[config.mk]
export PLATFORM = sky130hd
export DESIGN_NAME = load_store_unit
export DESIGN_NICKNAME = d
export VERILOG_FILES = /design/src/rtl/lsu_pkg.sv /design/src/rtl/load_extender.sv /design/src/rtl/load_store_unit.sv
export SDC_FILE = /design/constraint.sdc
export NUM_CORES = 1
export LEC_CHECK = 0
export CAP_MARGIN = 20
export CORE_MARGIN = 4
export CORE_UTILIZATION = 35
export CTS_BUF_LIST = sky130_fd_sc_hd__clkbuf_2 sky130_fd_sc_hd__clkbuf_4 sky130_fd_sc_hd__clkbuf_8
export CTS_CLUSTER_SIZE = 20
export DETAILED_ROUTE_END_ITERATION = 6
export GPL_TIMING_DRIVEN = 0
export SETUP_SLACK_MARGIN = 0.05
export SYNTH_ARGS = -nofsm -noshare
export SYNTH_HDL_FRONTEND = slang
export SYNTH_SLANG_ARGS = --single-unit
[constraint.sdc]
create_clock -name clk -period 7.5 [get_ports clk]
set_clock_uncertainty 0.15 [all_clocks]
set_input_delay 1.125 -clock clk [delete_from_list [all_inputs] [get_ports clk]]
set_output_delay 1.125 -clock clk [all_outputs]
set_load 0.005 [all_outputs]
[src/rtl/lsu_pkg.sv]
// rtl/lsu_pkg.sv - funct3 constants, FSM encoding and size/alignment helpers for the load/store unit
package lsu_pkg;

    localparam logic [2:0] F3_B  = 3'd0;
    localparam logic [2:0] F3_H  = 3'd1;
    localparam logic [2:0] F3_W  = 3'd2;
    localparam logic [2:0] F3_BU = 3'd4;
    localparam logic [2:0] F3_HU = 3'd5;

    typedef enum logic [1:0] {
        ST_IDLE    = 2'd0,
        ST_ACCESS  = 2'd1,
        ST_CAPTURE = 2'd2,
        ST_RESP    = 2'd3
    } lsu_state_t;

    // Byte count of an access; 0 marks an encoding with no defined size.
    function automatic logic [2:0] lsu_size(input logic [2:0] funct3);
        case (funct3)
            F3_B, F3_BU: return 3'd1;
            F3_H, F3_HU: return 3'd2;
            F3_W:        return 3'd4;
            default:     return 3'd0;
        endcase
    endfunction

    function automatic logic lsu_misaligned(input logic [2:0] funct3, input logic [1:0] addr_lo);
        case (funct3)
            F3_H, F3_HU: return addr_lo[0];
            F3_W:        return addr_lo != 2'b00;
            default:     return 1'b0;
        endcase
    endfunction

endpackage

[src/rtl/load_extender.sv]
// rtl/load_extender.sv - sign/zero extension of raw load data according to funct3
module load_extender
    import lsu_pkg::*;
(
    input  logic [2:0]  funct3,
    input  logic [31:0] raw,
    output logic [31:0] ext
);

    always_comb begin
        ext = 32'd0;
        case (funct3)
            F3_B:    ext = {{24{raw[7]}}, raw[7:0]};
            F3_BU:   ext = {24'd0, raw[7:0]};
            F3_H:    ext = {{16{raw[15]}}, raw[15:0]};
            F3_HU:   ext = {16'd0, raw[15:0]};
            F3_W:    ext = raw;
            default: ext = 32'd0;
        endcase
    end

endmodule

[src/rtl/load_store_unit.sv]
// rtl/load_store_unit.sv - single-outstanding load/store unit with misaligned access splitting
module load_store_unit
    import lsu_pkg::*;
#(
    parameter int unsigned MEM_BYTES        = 4096,
    parameter bit          SPLIT_MISALIGNED = 1'b1
) (
    input  logic        clk,
    input  logic        rst_n,
    input  logic        req_valid,
    output logic        req_ready,
    input  logic        req_write,
    input  logic [31:0] req_addr,
    input  logic [31:0] req_wdata,
    input  logic [2:0]  req_funct3,
    output logic        resp_valid,
    output logic [31:0] resp_rdata,
    output logic        resp_fault,
    output logic [31:0] mem_addr,
    output logic [31:0] mem_wdata,
    output logic [2:0]  mem_funct3,
    output logic        mem_read,
    output logic        mem_write,
    input  logic [31:0] mem_rdata
);

    lsu_state_t  state;
    logic [31:0] addr_q;
    logic [31:0] wdata_q;
    logic [2:0]  funct3_q;
    logic        write_q;
    logic        split_q;
    logic [2:0]  n_q;
    logic [1:0]  k_q;
    logic [31:0] buf_q;

    logic [2:0]  req_size;
    logic        req_illegal;
    logic        req_range;
    logic        req_mis;
    logic        req_fault;
    logic        req_split;

    assign req_size    = lsu_size(req_funct3);
    assign req_illegal = (req_size == 3'd0) || (req_write && req_funct3[2]);
    // 33-bit sum so an address near 2^32 cannot wrap back into range.
    assign req_range   = ({1'b0, req_addr} + {30'd0, req_size}) > 33'(MEM_BYTES);
    assign req_mis     = lsu_misaligned(req_funct3, req_addr[1:0]);
    assign req_fault   = req_illegal || req_range || (req_mis && !SPLIT_MISALIGNED);
    assign req_split   = req_mis && SPLIT_MISALIGNED;

    assign req_ready = (state == ST_IDLE);

    // Next memory access: byte 0 of a fresh request, or byte k+1 of the latched one.
    logic        from_req;
    logic [31:0] a_addr;
    logic [31:0] a_wdata;
    logic [2:0]  a_funct3;
    logic        a_write;
    logic        a_split;
    logic [1:0]  idx;
    logic [31:0] wshift;
    logic [31:0] nx_addr;
    logic [31:0] nx_wdata;
    logic [2:0]  nx_funct3;

    always_comb begin
        from_req  = (state == ST_IDLE);
        a_addr    = from_req ? req_addr   : addr_q;
        a_wdata   = from_req ? req_wdata  : wdata_q;
        a_funct3  = from_req ? req_funct3 : funct3_q;
        a_write   = from_req ? req_write  : write_q;
        a_split   = from_req ? req_split  : split_q;
        idx       = from_req ? 2'd0 : k_q + 2'd1;
        wshift    = a_wdata >> {idx, 3'b000};
        nx_addr   = a_addr + {30'd0, idx};
        nx_funct3 = a_split ? (a_write ? F3_B : F3_BU) : a_funct3;
        nx_wdata  = a_split ? (a_write ? {24'd0, wshift[7:0]} : 32'd0) : a_wdata;
    end

    logic [31:0] raw_split;
    logic [31:0] raw_sel;
    logic [31:0] ext_data;
    logic        last_byte;

    always_comb begin
        raw_split = buf_q;
        raw_split[{k_q, 3'b000} +: 8] = mem_rdata[7:0];
    end

    assign raw_sel   = split_q ? raw_split : mem_rdata;
    assign last_byte = !split_q || ({1'b0, k_q} == (n_q - 3'd1));

    load_extender u_ext (
        .funct3 (funct3_q),
        .raw    (raw_sel),
        .ext    (ext_data)
    );

    always_ff @(posedge clk or negedge rst_n) begin
        if (!rst_n) begin
            state      <= ST_IDLE;
            addr_q     <= 32'd0;
            wdata_q    <= 32'd0;
            funct3_q   <= 3'd0;
            write_q    <= 1'b0;
            split_q    <= 1'b0;
            n_q        <= 3'd0;
            k_q        <= 2'd0;
            buf_q      <= 32'd0;
            resp_valid <= 1'b0;
            resp_rdata <= 32'd0;
            resp_fault <= 1'b0;
            mem_addr   <= 32'd0;
            mem_wdata  <= 32'd0;
            mem_funct3 <= 3'd0;
            mem_read   <= 1'b0;
            mem_write  <= 1'b0;
        end else begin
            resp_valid <= 1'b0;
            resp_rdata <= 32'd0;
            resp_fault <= 1'b0;
            mem_addr   <= 32'd0;
            mem_wdata  <= 32'd0;
            mem_funct3 <= 3'd0;
            mem_read   <= 1'b0;
            mem_write  <= 1'b0;
            case (state)
                ST_IDLE: begin
                    if (req_valid) begin
                        addr_q   <= req_addr;
                        wdata_q  <= req_wdata;
                        funct3_q <= req_funct3;
                        write_q  <= req_write;
                        split_q  <= req_split;
                        n_q      <= req_size;
                        k_q      <= 2'd0;
                        buf_q    <= 32'd0;
                        if (req_fault) begin
                            state      <= ST_RESP;
                            resp_valid <= 1'b1;
                            resp_fault <= 1'b1;
                        end else begin
                            state      <= ST_ACCESS;
                            mem_addr   <= nx_addr;
                            mem_wdata  <= nx_wdata;
                            mem_funct3 <= nx_funct3;
                            mem_read   <= !req_write;
                            mem_write  <= req_write;
                        end
                    end
                end
                ST_ACCESS: begin
                    if (!write_q) begin
                        state <= ST_CAPTURE;
                    end else if (last_byte) begin
                        state      <= ST_RESP;
                        resp_valid <= 1'b1;
                    end else begin
                        k_q        <= k_q + 2'd1;
                        mem_addr   <= nx_addr;
                        mem_wdata  <= nx_wdata;
                        mem_funct3 <= nx_funct3;
                        mem_write  <= 1'b1;
                    end
                end
                ST_CAPTURE: begin
                    buf_q <= raw_sel;
                    if (last_byte) begin
                        state      <= ST_RESP;
                        resp_valid <= 1'b1;
                        resp_rdata <= ext_data;
                    end else begin
                        state      <= ST_ACCESS;
                        k_q        <= k_q + 2'd1;
                        mem_addr   <= nx_addr;
                        mem_wdata  <= nx_wdata;
                        mem_funct3 <= nx_funct3;
                        mem_read   <= 1'b1;
                    end
                end
                default: state <= ST_IDLE;
            endcase
        end
    end

endmodule

# Word level (Yosys, flattened, before mapping)
# Index checks and enable logic that the tools add are counted.
[word_totals]
wordCells = 117
rom_bits = 0
output_inout_bits = 104
register_bits = 211
ram_bits = 0
latch_bits = 0
mem_count = 0
[op_classes]
div = 0
mux = 58
magnitude_cmp = 1
addsub = 5
reduce_logical = 19
shifts = 3
eq_ne = 14
multipliers = 0
n_bitwise = 0
[ops]
columns = ["op", "count"]
rows = [
  ["32-bit 2-to-1 mux", 15],
  ["32-bit one-hot mux with 3 select lines", 2],
  ["32-bit one-hot mux with 5 select lines", 1],
  ["32-bit one-hot mux with 2 select lines", 1],
  ["32-bit by 3-bit adder with 33-bit output", 1],
  ["33-bit by 13-bit greater-than comparator with 1-bit output, second input constant", 1],
  ["32-bit by 2-bit adder with 32-bit output", 1],
  ["32-bit bitwise mux", 1],
  ["8-bit by 7-bit variable shift with 32-bit output, first input constant", 1],
  ["8-bit by 7-bit variable part select with 32-bit output", 1],
  ["32-bit by 5-bit right shift with 8-bit output", 1],
  ["3-bit 2-to-1 mux", 7],
  ["2-bit 2-to-1 mux", 9],
  ["3-bit one-hot mux with 3 select lines", 2],
  ["1-bit 2-to-1 mux", 13],
  ["3-bit equality test, second input constant", 4],
  ["2-bit one-hot mux with 3 select lines", 2],
  ["3-bit zero test", 3],
  ["8-bit 2-to-1 mux", 1],
  ["5-bit negator with 7-bit output", 1],
  ["3-bit by 1-bit equality test with 1-bit output, second input constant", 2],
  ["3-bit by 2-bit equality test with 1-bit output, second input constant", 2],
  ["1-bit one-hot mux with 2 select lines", 3],
  ["2-bit AND reduction", 3],
  ["other kinds (16)", 22],
]

# Depth between registers and ports, before layout
[logic_depth]
ltp_word = 9
ltp_mapped = 21
depth_no_buf = 13

# By module
# A second synthesis with hierarchy kept.
[unflattened]
hier_cells = 1077
hier_area_um2 = 11811.3
[by_module_without_submodules]
columns = ["mod", "area_each_um2", "seq_area_each_um2", "instances", "cells_per_inst"]
rows = [
  ["load_store_unit", 11229.5, 5280.1, 1, 1006],
  ["load_extender", 581.8, 0.0, 1, 71],
]

# Worst setup path before layout
# Ideal clock, no wire load.
[synth_timing]
kind = "register -> register"
start = "register state[0]"
end = "register mem_addr[30]"
arrival_time_ns = 4.775
required_ns = 7.205
path_buffers = 7
stages_incl_launch_ff = 21
setup_ns = 0.145
slack_ns = 2.430
period_less_slack_ns = 5.070
cell_sequence = "dfrtp_1 inv_1 ha_1 buf_2 buf_2 buf_2 clkbuf_1 clkbuf_1 clkbuf_1 mux2_2 ha_1 fa_1 inv_1 a211oi_1 and3_1 clkbuf_1 nand2_1 nor2_1 nand3_1 xnor2_1 nor3_2"
[synth_via]
elab_chain_cells = 6
word_cells_on_any_way = 11
[synth_lines]
columns = ["element", "line", "rtl"]
rows = [
  ["from (decl)", "load_store_unit.sv:27", "lsu_state_t state;"],
  ["from (signal assigned)", "load_store_unit.sv:102", "state <= ST_IDLE;"],
  ["from (signal assigned)", "load_store_unit.sv:140", "state <= ST_RESP;"],
  ["from (signal assigned)", "load_store_unit.sv:144", "state <= ST_ACCESS;"],
  ["2-bit zero test *", "--", ""],
  ["named net req_ready", "load_store_unit.sv:11", "output logic req_ready,"],
  ["32-bit 2-to-1 mux or 2-bit 2-to-1 mux (tied branches)", "load_store_unit.sv:69, load_store_unit.sv:74", ""],
  ["32-bit by 2-bit adder with 32-bit output", "load_store_unit.sv:76", "nx_addr = a_addr + {30'd0, idx};"],
  ["32-bit 2-to-1 mux (on tied branches)", "load_store_unit.sv:156, load_store_unit.sv:169, load_store_unit.sv:139", ""],
  ["32-bit 2-to-1 mux (on tied branches)", "load_store_unit.sv:154, load_store_unit.sv:130", ""],
  ["32-bit one-hot mux with 3 select lines *", "load_store_unit.sv:128", "case (state)"],
  ["to (signal assigned)", "load_store_unit.sv:145", "mem_addr <= nx_addr;"],
  ["to (signal assigned)", "load_store_unit.sv:161", "mem_addr <= nx_addr;"],
  ["to (signal assigned)", "load_store_unit.sv:176", "mem_addr <= nx_addr;"],
  ["to (decl)", "load_store_unit.sv:19", "output logic [31:0] mem_addr,"],
]
# The timed path passes the listed nets; every way through them passes the cells marked *.
# A chain may end at the register's enable or synchronous reset.

# Final worst setup path
[layout_timing]
start = "register state[0]"
end = "register mem_addr[25]"
[layout_via]
elab_chain_cells = 6
word_cells_on_any_way = 11
[layout_lines]
columns = ["element", "line"]
rows = [
  ["2-bit zero test", "load_store_unit.sv:68, load_store_unit.sv:128"],
  ["32-bit 2-to-1 mux or 2-bit 2-to-1 mux (tied branches)", "load_store_unit.sv:69, load_store_unit.sv:74"],
  ["32-bit by 2-bit adder with 32-bit output", "load_store_unit.sv:76"],
  ["32-bit 2-to-1 mux (on tied branches)", "load_store_unit.sv:156, load_store_unit.sv:169, load_store_unit.sv:139"],
  ["32-bit 2-to-1 mux (on tied branches)", "load_store_unit.sv:154, load_store_unit.sv:130"],
  ["32-bit one-hot mux with 3 select lines *", "load_store_unit.sv:128"],
]
# Mark *: on every way between the ends. The rest lies on a longest branch, timed or not.

==> results.toml <==
[sta]
whs_ps = 289
worst_pin_slew_ps = 1090
maxSlewViolCount = 0
relSlewSlack = 0.269
final.setup.tns_ps = 0
setup_ws_ps = 376
min_period_ps = 7120
rsz0062_at_grt = "no"
final_hold_viol_count = 0
fin_crit_sh = 0.950
setup_violations = 0
max_freq_mhz = 140

[cells_and_area]
stdcell_area_mm2 = 0.0145
n_fill_cell = 2993
final_common_cell = "dfrtp_1"
finalCoreUtilization = 0.461
mostFrequentLayoutCells = "dfrtp_1, clkdlybuf4s50_1, a21oi_1"
final_layout_size_suffix_gt1_frac = 0.165
layout.cells.non_filler = 1731
areaGrowthSynthToFinish_pct = 30.2
finalNetCount = 1420

[synth]
syn_area_mm2 = 0.0112
ys_seq_elements = 211
synthFlopType = "dfrtp_1"
synth_top_area_cell = "dfrtp_1"
ys_types = 78
synth_edf_count = 0
syn_area_per_cell_um2 = 10.6
syn_nets = 1179
synth_top_area_share = 0.473
synthCells = 1058
ys_async_sr_fraction = 1.00
synth_area_leaders = "dfrtp_1, mux2_2, mux2i_1, a21oi_1, a22o_1"
seq_area_frac_synth = 0.473
ys_warn_count = 0

[clock_tree]
clk_path_buf_depth = 3
cts_made_buffers = 40
cts-root-buf = "clkbuf_8"
tritoncts = "built"
cts_hold_buf = 0
clkLatencyLatePin_ps = 540
clk_pin_slew_worst_paths_ps = 60
clock-sinks = 211
post_cts.repair.setup_buffers = 0
h-tree-depth = 2

[power]
switching_share = 0.394
pwr-share-comb = 0.467
p_clk_frac = 0.214
power.net_switching_mw = 2.18
power.leakage_nw = 6.00
seqPwrFrac = 0.320
vdd_drop_max_v = 0.000184
p_int_mw = 3.35
powerDensity_mw_per_mm2 = 380
finalPower_mw = 5.53

[detailed_routing]
drc = 0
vias = 9379
ant_nets = 0
dr.first_iter.drc_count = 700
wire_per_inst_um = 20.8
wl_mm = 36.0
dr.pass1.iters = 5
drt-vias-per-instance = 5.42

[grt]
grt_pass1_wl_mm = 56.7
met2_usage = 0.318
antenna_found_initial = 6
use_met3 = 0.0456
grt_pass1_vias = 9788
overflow = 0
grt_max_degree = 115
met1_usage = 0.275
globalRoute.busiestLayer = "met2"
gr-usage-all-layers = 0.203

[floorplan]
rows = 65
core_mm2 = 0.0316
die_y_um = 187
io_pins = 207
chipWidth_um = 187
start_util = 0.354
die_area_mm2 = 0.0348

[placed_design]
place.gp.congestion = 0.917
pre_cts_slack_ps = 367
dpl_cell_area_mm2 = 0.0137
numPortBuffers = 194
post-dp-hpwl_mm = 25.8
dp.cells = 1658

[flow_run]
max-cap-violations = 0

[worst_setup_path]
start_kind = "flip-flop"
rr_endpoint = "mem_addr[25]$_DFF_PN0_"
worstPathArrival_ps = 7400
r2r_cells = 19
reg2reg_setup_slack_ps = 380
crit_start = "state[0]$_DFFE_PN0P_"
criticalPathCategory = "flip-flop to flip-flop"
critPathMaxFanout = 10
cp.required_ps = 7770
end_kind = "flip-flop"
r2r-start = "state[0]$_DFFE_PN0P_"
endpoint = "mem_addr[25]$_DFF_PN0_"

[worst_hold_path]
hold_class = "input port to asynchronous set/reset pin"

[outcome]
outcome = "complete, no violations"
[worst max-delay path, stage by stage, from the launching register on]
cell      delay (ps)
dfrtp_1          430
inv_1            110
ha_1             240
buf_2            290
buf_2            290
buf_2            310
clkbuf_1         690
clkbuf_2         500
clkbuf_1         660
mux2_2           440
ha_1             280
a21oi_1          100
a211oi_1         670
and3_1           250
clkbuf_1         480
nand2_1          150
nor2_1           280
nand2_1          120
xnor2_1          270
nor3b_1          270
[area by class of cell]
type | instances | area (um^2) | share of cell area
Multi-Input combinational cell | 749 | 5480 | 0.377
Sequential cell | 211 | 5280 | 0.363
Timing Repair Buffer | 199 | 2020 | 0.139
Clock buffer | 58 | 729 | 0.0501
Tap cell | 402 | 503 | 0.0346
Buffer | 76 | 329 | 0.0226
Clock inverter | 10 | 106 | 0.00731
Inverter | 22 | 82.6 | 0.00568
Antenna cell | 4 | 10.0 | 0.000688
[power groups by stage]
stage | combinational, mW | clock (mW) | sequential [mW]
after detailed placement | 2.56 | 0 | 1.78
after global placement | 2.53 | 0 | 1.77
after floorplan | 1.73 | 0 | 1.71
after CTS | 2.58 | 1.22 | 1.76
after global routing | 2.81 | 1.29 | 1.81
final | 2.58 | 1.18 | 1.77
[registers in the layout, indices dropped and copies added, names as in the netlist, 2 cells and up]
register	flops
resp_rdata	32
mem_addr	32
buf_q	32
addr_q	32
funct3_q	3
mem_wdata	32
wdata_q	32
state	2
n_q	3
mem_funct3	3
k_q	2
[cells in the mapped netlist (4+ instances only)]
master	instances
a221oi_1	9
nor2_1	65
and3_1	9
nand4_1	8
a22o_1	33
a211oi_2	7
inv_1	22
nor4_1	5
and2_1	5
ha_1	16
a21oi_1	94
xnor2_1	25
nor2b_1	33
mux2_2	72
nor3_1	38
mux2i_1	48
mux4_2	7
nand3_1	35
a211oi_1	4
clkbuf_1	56
o31ai_1	6
nor3b_1	7
a22oi_1	11
nor3_2	21
buf_2	12
a2111oi_2	5
dfrtp_1	211
nand2_1	72
nand2b_1	5
o21ai_0	22
xor2_1	14
nand3b_1	11
[kinds of logic after synthesis]
kind of cell | synth area share
AND/OR/NAND/NOR | 0.165
AO/OA/AOI/OAI | 0.143
flip-flops | 0.473
multiplexers | 0.131
buffers and inverters | 0.0367
XOR/XNOR | 0.0306
adder cells (fa/ha/maj) | 0.0215
[routing by layer]
metal / wire, um / vias to the layer above
met2: 16500 / 347
met5: 27 / -
met3: 2360 / 72
li1: - / 4323
met4: 1170 / 4
met1: 15900 / 4633
[how the worst min path moves through the flow]
stage,from,endpoint,depth (start not counted)
3_3_place_gp,addr_q[22]$_DFFE_PN0P_,addr_q[22]$_DFFE_PN0P_,2
3_5_place_dp,buf_q[30]$_DFFE_PN0P_,buf_q[30]$_DFFE_PN0P_,1
2_1_floorplan,addr_q[1]$_DFFE_PN0P_,addr_q[1]$_DFFE_PN0P_,2
4_1_cts,rst_n,resp_rdata[31]$_DFF_PN0_,1
6_report,rst_n,resp_rdata[0]$_DFF_PN0_,1
5_1_grt,rst_n,buf_q[28]$_DFFE_PN0P_,1
[repair_timing]
action	in CTS	in global routing
gates resized for setup	0	3
hold endpoints to repair	0	0
endpoints found under the setup margin	0	2
Note: power is estimated with default switching activity, not from simulation.
